### config.mk
export PLATFORM = sky130hd
export DESIGN_NAME = filtered_inverter_bank
export DESIGN_NICKNAME = d
export VERILOG_FILES = /design/src/rtl/filtered_inverter_bank.sv
export SDC_FILE = /design/constraint.sdc
export NUM_CORES = 1
export LEC_CHECK = 0
export ABC_AREA = 1
export BUFFER_PORTS_ARGS = -buffer_cell sky130_fd_sc_hd__buf_2
export CAP_MARGIN = 10
export CORE_MARGIN = 4
export CORE_UTILIZATION = 50
export DETAILED_ROUTE_END_ITERATION = 7
export PLACE_DENSITY_LB_ADDON = 0.15
export SETUP_SLACK_MARGIN = 0.15
export SYNTH_ARGS = -nofsm -noshare
export SYNTH_HDL_FRONTEND = slang
export SYNTH_SLANG_ARGS = --single-unit
### constraint.sdc
create_clock -name clk -period 3.7 [get_ports clk]
set_input_delay 0 -clock clk [delete_from_list [all_inputs] [get_ports clk]]
set_output_delay 0 -clock clk [all_outputs]
set_load 0.02 [all_outputs]
### src/rtl/filtered_inverter_bank.sv
// Multi-channel clocked inverter/buffer. Each channel has a glitch filter that accepts a new level
// only after FILTER stable cycles, and the block keeps a saturating count of accepted transitions.
module filtered_inverter_bank #(
  parameter int unsigned WIDTH  = 8,
  parameter int unsigned FILTER = 4,
  parameter int unsigned EVT_W  = 16
) (
  input  logic             clk,
  input  logic             rst,
  input  logic             en,
  input  logic [WIDTH-1:0] in,
  input  logic [WIDTH-1:0] invert_mask,
  input  logic             clr_count,
  output logic [WIDTH-1:0] out,
  output logic [WIDTH-1:0] changed,
  output logic [EVT_W-1:0] edge_count
);

  localparam int unsigned CntW = (FILTER > 1) ? $clog2(FILTER) : 1;
  localparam int unsigned PcW  = $clog2(WIDTH + 1);
  localparam int unsigned SumW = EVT_W + PcW + 1;

  localparam logic [CntW-1:0] CntMax = CntW'(FILTER - 1);
  localparam logic [SumW-1:0] EvtMax = (SumW'(1) << EVT_W) - SumW'(1);

  logic [WIDTH-1:0] in_q, in_d;
  logic [WIDTH-1:0] f_q, f_d;
  logic [CntW-1:0]  cnt_q [WIDTH];
  logic [CntW-1:0]  cnt_d [WIDTH];
  logic [WIDTH-1:0] changed_q;
  logic [EVT_W-1:0] count_q, count_d;

  logic [WIDTH-1:0] upd;
  logic [PcW-1:0]   pop;
  logic [SumW-1:0]  sum;

  always_comb begin
    in_d = in_q;
    f_d  = f_q;
    upd  = '0;
    for (int unsigned i = 0; i < WIDTH; i++) begin
      cnt_d[i] = cnt_q[i];
    end
    if (en) begin
      in_d = in;
      for (int unsigned i = 0; i < WIDTH; i++) begin
        if (in_q[i] == f_q[i]) begin
          // Input fell back to the accepted level: a pending change was a glitch.
          cnt_d[i] = '0;
        end else if (cnt_q[i] == CntMax) begin
          f_d[i]   = in_q[i];
          cnt_d[i] = '0;
          upd[i]   = 1'b1;
        end else begin
          cnt_d[i] = cnt_q[i] + CntW'(1);
        end
      end
    end
  end

  always_comb begin
    pop = '0;
    for (int unsigned i = 0; i < WIDTH; i++) begin
      pop = pop + PcW'(upd[i]);
    end
    sum     = SumW'(count_q) + SumW'(pop);
    count_d = count_q;
    // Clear takes priority over any simultaneous increment and ignores en.
    if (clr_count) begin
      count_d = '0;
    end else if (sum > EvtMax) begin
      count_d = EvtMax[EVT_W-1:0];
    end else begin
      count_d = sum[EVT_W-1:0];
    end
  end

  always_ff @(posedge clk) begin
    if (rst) begin
      in_q      <= '0;
      f_q       <= '0;
      changed_q <= '0;
      count_q   <= '0;
      for (int unsigned i = 0; i < WIDTH; i++) begin
        cnt_q[i] <= '0;
      end
    end else begin
      in_q      <= in_d;
      f_q       <= f_d;
      changed_q <= upd;
      count_q   <= count_d;
      for (int unsigned i = 0; i < WIDTH; i++) begin
        cnt_q[i] <= cnt_d[i];
      end
    end
  end

  // Polarity is applied after the filter so mask changes never disturb filter state.
  assign out        = f_q ^ invert_mask;
  assign changed    = changed_q;
  assign edge_count = count_q;

endmodule

# After elaboration in Yosys (flattened, before gate mapping)

Memory sizes are Yosys's and may differ from the RTL's.
Index checks and enable logic that the tools add are counted.

Memories: 1
Register bits after elaboration: 40
Output and inout bits: 32
Word-level logic and storage cells: 117
RAM bits: 16
Input bits: 20

Memory list:

| name  | words | bits a word | read ports | clocked after memory_dff | wr ports | RTL line | source |
|---|---|---|---|---|---|---|---|
| cnt_q | 8     | 2           | 8          | 0                        | 8        | 28       | `logic [CntW-1:0] cnt_q [WIDTH];` |

Bitwise logic cells: 17
Reduce and logical (&&, ||, !) cells: 9
Order comparisons: 1
Muxes and demuxes: 46
Equal/unequal tests: 16
Add/sub/neg operators: 16

Operators with widths:

| kind                                                             | number |
|---|---|
| 2-to-1 mux 2 bit                                                 | 24 |
| 2-to-1 mux 16 bit                                                | 2 |
| AND reduction 3 bit                                              | 8 |
| 2-to-1 mux 1 bit                                                 | 19 |
| adder 16 x 4 -> 17 bit                                           | 1 |
| greater-than comparator 17 x 16 -> 1 bit (second input constant) | 1 |
| adder 2 x 1 -> 2 bit (second input constant)                     | 8 |
| adder 4 x 1 -> 4 bit                                             | 4 |
| equality test 2 bit (second input constant)                      | 8 |
| equality test 1 bit                                              | 8 |
| 2-to-1 mux 8 bit                                                 | 1 |
| inverter 1 bit                                                   | 8 |
| bitwise OR 1 bit                                                 | 8 |
| bitwise XOR 8 bit                                                | 1 |
| adder 3 x 1 -> 4 bit                                             | 1 |
| adder 2 x 1 -> 3 bit                                             | 1 |
| adder 1 x 1 -> 2 bit                                             | 1 |
| OR reduction 2 bit                                               | 1 |

# Depth between registers and ports, before layout

Gate-level depths: netlist of the first run.
An unclocked memory read counts as a cell.

Word-level depth: 15
Gate-level depth with buffers: 20
Mapped depth without buffers: 20

# Worst setup path before layout of the first run

No wires, ideal clock.

Path type: register to register
Start point: register f_q[0]
End point: register count_q[13], in the netlist edge_count[13]
Path slack: 28 ps
Library setup time: 67 ps
Required time: 3633 ps
Path buffers: 0
Arrival time: 3605 ps
Stages on the path, launching flop included: 20
Path through: dfxtp_1 > xnor2_1 > nor2_1 > nand2_1 > inv_2 > fa_1 > inv_1 > fa_1 > fa_1 > fa_1 > fa_1 > inv_1 > nand3_2 > nand2_2 > nand2_4 > inv_6 > nand3_4 > nand2_1 > nor2_1 > nor2_1

Longest elaborated chain between the ends: 13

RTL lines:

| what                                     | RTL line | source |
|---|---|---|
| from (decl)                              | 27       | `logic [WIDTH-1:0] f_q, f_d;` |
| from (signal assigned)                   | 81       | `f_q <= '0;` |
| from (signal assigned)                   | 89       | `f_q <= f_d;` |
| equality test 1 bit (*)                  | 47       | `if (in_q[i] == f_q[i]) begin` |
| 2-to-1 mux 1 bit (*)                     | 47       |  |
| 2-to-1 mux 8 bit (*)                     | 44       | `if (en) begin` |
| net upd[0]                               | 33       | `logic [WIDTH-1:0] upd;` |
| adder 1 x 1 -> 2 bit (*)                 | 64       | `pop = pop + PcW'(upd[i]);` |
| adder 2 x 1 -> 3 bit (*)                 | 64       |  |
| adder 3 x 1 -> 4 bit (*)                 | 64       |  |
| adder 4 x 1 -> 4 bit (*) (4 in series)   | 64       |  |
| adder 16 x 4 -> 17 bit (*)               | 66       | `sum = SumW'(count_q) + SumW'(pop);` |
| greater-than comparator 17 x 16 -> 1 bit | 71       | `end else if (sum > EvtMax) begin` |
| 2-to-1 mux 16 bit (*)                    | 71       |  |
| to (signal assigned)                     | 91       | `count_q <= count_d;` |
| to (decl)                                | 31       | `logic [EVT_W-1:0] count_q, count_d;` |

Mark *: on every way through the listed nets, which the timed path passes. The rest lies on a longest branch.
A chain may end at the register's enable or synchronous reset.

# Worst setup path in the final report of the first run

Start point: register in_q[2]
End point: register count_q[14], in the netlist edge_count[14]

Longest elaborated chain between the ends: 12

RTL lines:

| what                                     | RTL line | source |
|---|---|---|
| from (decl)                              | 26       | `logic [WIDTH-1:0] in_q, in_d;` |
| from (signal assigned)                   | 88       | `in_q <= in_d;` |
| equality test 1 bit (*)                  | 47       |  |
| 2-to-1 mux 1 bit (*)                     | 47       |  |
| 2-to-1 mux 8 bit (*)                     | 44       |  |
| net upd[2]                               | 33       |  |
| adder 2 x 1 -> 3 bit (*)                 | 64       |  |
| adder 3 x 1 -> 4 bit (*)                 | 64       |  |
| adder 4 x 1 -> 4 bit (*) (4 in series)   | 64       |  |
| adder 16 x 4 -> 17 bit (*)               | 66       |  |
| greater-than comparator 17 x 16 -> 1 bit | 71       |  |
| 2-to-1 mux 16 bit (*)                    | 71       |  |

Marks and branches as above.

==> impl_metrics.ini, run 1 <==
[clocking]
tritoncts = built
cts.htree.levels = 2
clock-root-buffer = clkbuf_8
clk_pin_slew_ns = 0.11
cts_buffer_depth = 2
numCtsBuffers = 5
clock_sinks = 56
clk_latency_ns = 0.31

[synthesis]
synth_area_per_cell_sq_um = 8.06
ys_seq_area_share_pct = 39.6
ys_ff_latch = 56
syn-num-nets = 390
ys_warn_count = 0
netlist_instances = 351
ys_top_cells_by_area = dfxtp_1, nand2_1, a21oi_1, ha_1, inv_1
synth_edf_count = 0
yosysTopAreaCellShare_pct = 39.6
async_reset_ff_share_pct = 0
yosysTopAreaCell = dfxtp_1
synthFlopType = dfxtp_1
synth.distinct_cells = 31
syn-cell-area_sq_um = 2830

[sta]
fin_ws_ns = -0.337
maxSlewViolCount = 0
setup_viol = 17
hold_ws_ns = 0.0494
finalHoldViolCount = 0
fin_tns_setup_ns = -3.90
maxSlewHeadroom_pct = 55.8
rsz0062_at_grt = yes
fin_skew_ns = 0.0113
fmax_mhz = 248
tightest_slew_ns = 0.662
min_period_over_period_pct = 109
layout_min_cycle_time_ns = 4.04

[setup_path]
path_cells = xnor2_2 -> nor2_1 -> nand2_1 -> inv_2 -> fa_1 -> inv_1 -> fa_1 -> fa_1 -> fa_2 -> fa_2 -> inv_2 -> nand3_2 -> nand2_4 -> nand2_8 -> clkinv_8 -> nand3_4 -> nand3_2 -> nand2_1 -> inv_1
cp_slowest_stage_delay_ns = 0.54
r2r_start = in_q[2]$_SDFFE_PP0P_
cp-end-kind = flop
crit_slowest_cell = fa_1
cp-start-kind = flop
critPathArrivalTime_ns = 4.29
cp_data_required_time_ns = 3.95
critical_path.startpoint = in_q[2]$_SDFFE_PP0P_
reg2reg_depth = 19
r2r_setup_slack_ns = -0.34
reg2reg_to = edge_count[14]$_SDFF_PP0_
path_class = flop to flop
cp_max_fo = 6
cpMostUsedCell = fa_1

[pwr]
power_density_nw_per_um2 = 297
p_leak_uw = 0.00199
ir_drop_mv = 0.223

[die]
fp.dieW_microns = 83.2
rows = 27
die_area_sq_um = 6930
io_pins = 52
fp.coreArea_sq_um = 5510
start_util_pct = 51.4
die_h_microns = 83.2

[routing]
drc = 0
ant_nets = 0
num_vias = 2992
via_per_inst = 5.43
wl_per_cell_microns = 17.6
drt-total-wl_mm = 9.70
drt_iter0_markers = 185
drt_pass1_iterations = 6

[global_route]
grtUsageTotal_pct = 24.1
antenna_found_initial = 0
grt_pass1_vias = 2788
grt_max_degree = 33
grt_first_pass_wirelength_mm = 13.5
overflow = 0

[cells_and_area]
n_antenna_cell = 0
fin_nets = 518
synthToLayoutAreaGrowth_pct = 46.1
layout_commonest_cell = nand2_1
layout_common_cells = nand2_1, dfxtp_1, buf_2, a21oi_1, buf_6
regArea_sq_um = 1130
drive_above_1_share_pct = 35.3
fillers = 380
multiInputGateArea_sq_um = 1610

[worst_hold_path]
hp-class = input port to flop
worstHoldStart = clr_count
worstHoldPathCells = 4
worstHoldEndpoint = edge_count[11]$_SDFF_PP0_

[place]
place_hpwl_mm = 4.29
gp_congestion = 0.864
port-buffer-count = 51

[flow_run]
maxCapViolations = 0

[run_status]
status = complete, but fails checks
violations = setup timing
## worst max path at each step
| stage | to | slack (ns) |
|---|---|---|
| after floorplan | edge_count[13]$_SDFF_PP0_ | 0.15 |
| after global placement | edge_count[9]$_SDFF_PP0_ | 0.05 |
| after detailed placement | edge_count[15]$_SDFF_PP0_ | -0.03 |
| after CTS | edge_count[15]$_SDFF_PP0_ | 0.001 |
| after global routing | edge_count[14]$_SDFF_PP0_ | -0.45 |
| final | edge_count[14]$_SDFF_PP0_ | -0.34 |
## worst max-delay path: cells and delay by family (launching register included)
kind	cells	cell delay, ns
xor+xnor	1	0.19
buf+inv	5	0.40
flops	1	0.36
simple gates	8	0.78
fa+ha+maj	5	2.25
## cell families after synthesis
family	count (synthesis)	synth area share (%)
simple gates	125	21.1
compound gates	84	17.5
flops	56	39.6
buf+inv	52	7.43
fa+ha+maj	19	9.73
xor+xnor	15	4.64
## per-layer routing
metal	vias to the layer above	part of all wire, %	GRT usage (%)
li1	1401	-	-
met1	1377	38	29.4
met4	0	6.7	12.2
met2	164	47	39.6
met5	-	0	0
met3	50	7.8	5.75
## report_power, final
part / switching [uW] / leakage (uW) / internal (uW)
Combinational: 66.6 / 0.00147 / 64.1
Clock: 203 / 0.0000642 / 267
Sequential: 10.6 / 0.000456 / 615
Total: 281 / 0.00199 / 946
## state kept, by name (all words and copies together), names as in the netlist
register,flops
cnt_q,16
edge_count,16
changed,8
in_q,8
f_q,8
## Yosys cell counts (3+ instances only)
library cell	n
a211oi_1	6
a21oi_1	49
clkbuf_1	3
dfxtp_1	56
fa_1	5
ha_1	14
inv_1	42
nand2_1	68
nand2_2	4
nand2_4	3
nand3_1	14
nor2_1	21
nor3_1	5
o21a_1	14
o21ai_0	12
xnor2_1	4
xor2_1	11
## per-stage QoR
| stage | instance area (sq um) | std cells | total power, uW | worst slack (ns) | utilization (%) |
|---|---|---|---|---|---|
| 3_3_place_gp | 3190 | 473 | 715 | 0.0472 | 57.9 |
| 5_1_grt | 4130 | 551 | 1270 | -0.454 | 75.1 |
| 4_1_cts | 3840 | 544 | 1200 | 0.00106 | 69.8 |
| 6_report | 4130 | 551 | 1230 | -0.337 | 75.1 |
| 3_5_place_dp | 3190 | 473 | 717 | -0.0299 | 57.9 |
| 2_1_floorplan | 2840 | 351 | 689 | 0.155 | - |
## what timing repair did
action                                 CTS  global route
gates cloned                             1             0
setup endpoints to repair               16            18
hold buffers                             8             0
setup buffers                           55             7
gates resized for setup                  7            65
pin swaps                                2             6
endpoints found under the hold margin    8             0
## final cells by class
class                           count  area share (%)
Inverter                           46            4.48
Timing Repair Buffer              126            24.0
Multi-Input combinational cell    244            39.0
Tap cell                           72            2.18
Clock buffer                        5            1.66
Clock inverter                      2            1.45
Sequential cell                    56            27.3
Note: power is estimated with default switching activity, not from simulation.
==> run 2, diff against run 1 <==
--- a/config.mk
+++ b/config.mk
@@ -6,7 +6,7 @@
 export NUM_CORES = 1
 export LEC_CHECK = 0
 export ABC_AREA = 1
-export BUFFER_PORTS_ARGS = -buffer_cell sky130_fd_sc_hd__buf_2
+export BUFFER_PORTS_ARGS = -buffer_cell sky130_fd_sc_hd__buf_4
 export CAP_MARGIN = 10
 export CORE_MARGIN = 4
 export CORE_UTILIZATION = 50
==> run 2 against run 1 <==
The run still ends with setup timing left. Cell count shrank 5.1%. Global-route usage decreased by 2.5 points. Maximum frequency grew 2.7%. Design area down 5.0%. Combinational power shrank 20%. Flip-flop and latch count did not move. Setup slack gained 0.11 ns. Clock power decreased by 13%. Count of clock-buffer cells in the layout is the same. Non-clock buffer count down 29. First-iteration DRC count is 29% lower. Largest cell class unchanged.
==> impl_metrics.ini, run 2 (synthesis gave the netlist of run 1 again) <==
[global_route]
grt_pass1_vias = 2648
overflow = 0
grtUsageTotal_pct = 21.6
grt_first_pass_wirelength_mm = 12.1
antenna_found_initial = 0
grt_max_degree = 33

[sta]
fin_tns_setup_ns = -2.62
hold_ws_ns = 0.0341
rsz0062_at_grt = yes
layout_min_cycle_time_ns = 3.93
fin_skew_ns = 0.00744
maxSlewViolCount = 0
fmax_mhz = 254
finalHoldViolCount = 0
fin_ws_ns = -0.231
setup_viol = 17
tightest_slew_ns = 0.635
maxSlewHeadroom_pct = 57.5
min_period_over_period_pct = 106

[die]
die_area_sq_um = 6930
fp.dieW_microns = 83.2
rows = 27
start_util_pct = 51.4
die_h_microns = 83.2
fp.coreArea_sq_um = 5510
io_pins = 52

[cells_and_area]
layout_common_cells = buf_4, nand2_1, dfxtp_1, a21oi_1, inv_1
drive_above_1_share_pct = 31.7
fillers = 434
finalNonFillerCells = 523
fin_nets = 489
n_antenna_cell = 0
synthToLayoutAreaGrowth_pct = 38.8
layout_commonest_cell = buf_4

[clocking]
cts.htree.levels = 2
clk_pin_slew_ns = 0.10
clock-root-buffer = clkbuf_8
cts_buffer_depth = 2
clk_latency_ns = 0.32
numCtsBuffers = 5
tritoncts = built
clock_sinks = 56

[routing]
dr_wl_met2_mm = 3.90
drt-total-wl_mm = 7.67
wl_met1_mm = 3.17
routed.top_layer = met4
ant_nets = 0
via_per_inst = 5.13
wl_per_cell_microns = 14.7
drt_iter0_markers = 131
dr_wl_met3_microns = 347
num_vias = 2685
drt_pass1_iterations = 4
drc = 0

[flow_run]
maxCapViolations = 0

[setup_path]
cp_data_required_time_ns = 3.97
cp_max_fo = 6
cp_num_buf_inv = 5
path_delay_family = adder cells
path_cells = xnor2_4 -> nor2_2 -> nand2_2 -> inv_2 -> fa_1 -> inv_2 -> fa_1 -> fa_1 -> fa_2 -> fa_2 -> inv_2 -> nand3_2 -> nand2_4 -> nand2_8 -> clkinv_8 -> nand3_4 -> nand3_2 -> nand2_1 -> inv_1
cp_slowest_stage_delay_ns = 0.52
cp-end-kind = flop
path_class = flop to flop
critPathArrivalTime_ns = 4.20
crit_slowest_cell = fa_1
cp-start-kind = flop

[place]
dp.cells = 472
place_hpwl_mm = 4.31
port-buffer-count = 51
gp_congestion = 0.845
post-place-ws_ns = -0.0644

[pwr]
power_density_nw_per_um2 = 290
ir_drop_mv = 0.154
p_leak_uw = 0.00182

[run_status]
violations = setup timing
status = complete, but fails checks

[worst_hold_path]
hp-class = input port to flop
-- run 2: cell types whose count changed in the layout (fill, tap and decap cells not counted), moves of 3 or more --
| cell | before | now |
|---|---|---|
| dfxtp_2 | 5 | 1 |
| buf_6 | 41 | 6 |
| buf_2 | 51 | 0 |
| nand3_2 | 3 | 6 |
| buf_4 | 26 | 83 |
| nand3_1 | 12 | 9 |
-- run 2: worst register-to-register path: stages, from the launching register on --
cell and delay [ns]:
dfxtp_4 0.38, xnor2_4 0.21, nor2_2 0.08, nand2_2 0.10, inv_2 0.06, fa_1 0.53, inv_2 0.06, fa_1 0.50
fa_1 0.45, fa_2 0.38, fa_2 0.37, inv_2 0.06, nand3_2 0.07, nand2_4 0.11, nand2_8 0.08, clkinv_8 0.08
nand3_4 0.12, nand3_2 0.11, nand2_1 0.06, inv_1 0.09
-- run 2: through the flow --
step           area (sq um)  utilization, %  power, uW
6_report               3930            71.3       1140
3_3_place_gp           3310            60.1        724
2_1_floorplan          2840               -        689
3_5_place_dp           3310            60.1        726
4_1_cts                3770            68.5       1140
5_1_grt                3930            71.3       1180
-- run 2: cell type report --
class / count / area [sq um] / area share, %
flip-flops and latches: 56 / 1130 / 28.8
clock inverters: 3 / 42.5 / 1.08
well taps: 72 / 90.1 / 2.29
inverters: 46 / 185 / 4.71
clock buffers: 5 / 68.8 / 1.75
repair buffers: 97 / 771 / 19.6
multi-input cells: 244 / 1640 / 41.8
-- run 2: layer usage --
metal	track usage, %	vias to the layer above
met2	36.3	72
met3	5.56	19
met1	24.4	1247
li1	-	1347
met4	13.1	0
met5	0	-
-- run 2: timing repair --
item,CTS,global route
hold buffers,8,0
endpoints found under the setup margin,16,17
gates resized for setup,9,32
setup buffers,31,3
hold endpoints to repair,8,0
pin swaps,2,6
cloned,1,0
-- run 2: final timing paths --
kind	end	from	slack (ns)	cells after the start
worst max-delay path	edge_count[14]$_SDFF_PP0_	in_q[0]$_SDFFE_PP0P_	-0.23	19
worst min-delay path	in_q[0]$_SDFFE_PP0P_	en	0.03	3
worst max register to register	edge_count[14]$_SDFF_PP0_	in_q[0]$_SDFFE_PP0P_	-0.23	19
worst min register to register	cnt_q[1][5]$_SDFFE_PP0P_	cnt_q[1][5]$_SDFFE_PP0P_	0.48	2
-- run 2: power by group --
group	internal (uW)	switching, uW
Clock	201	207
Sequential	614	10.5
Combinational	50.0	55.4
Total	865	273
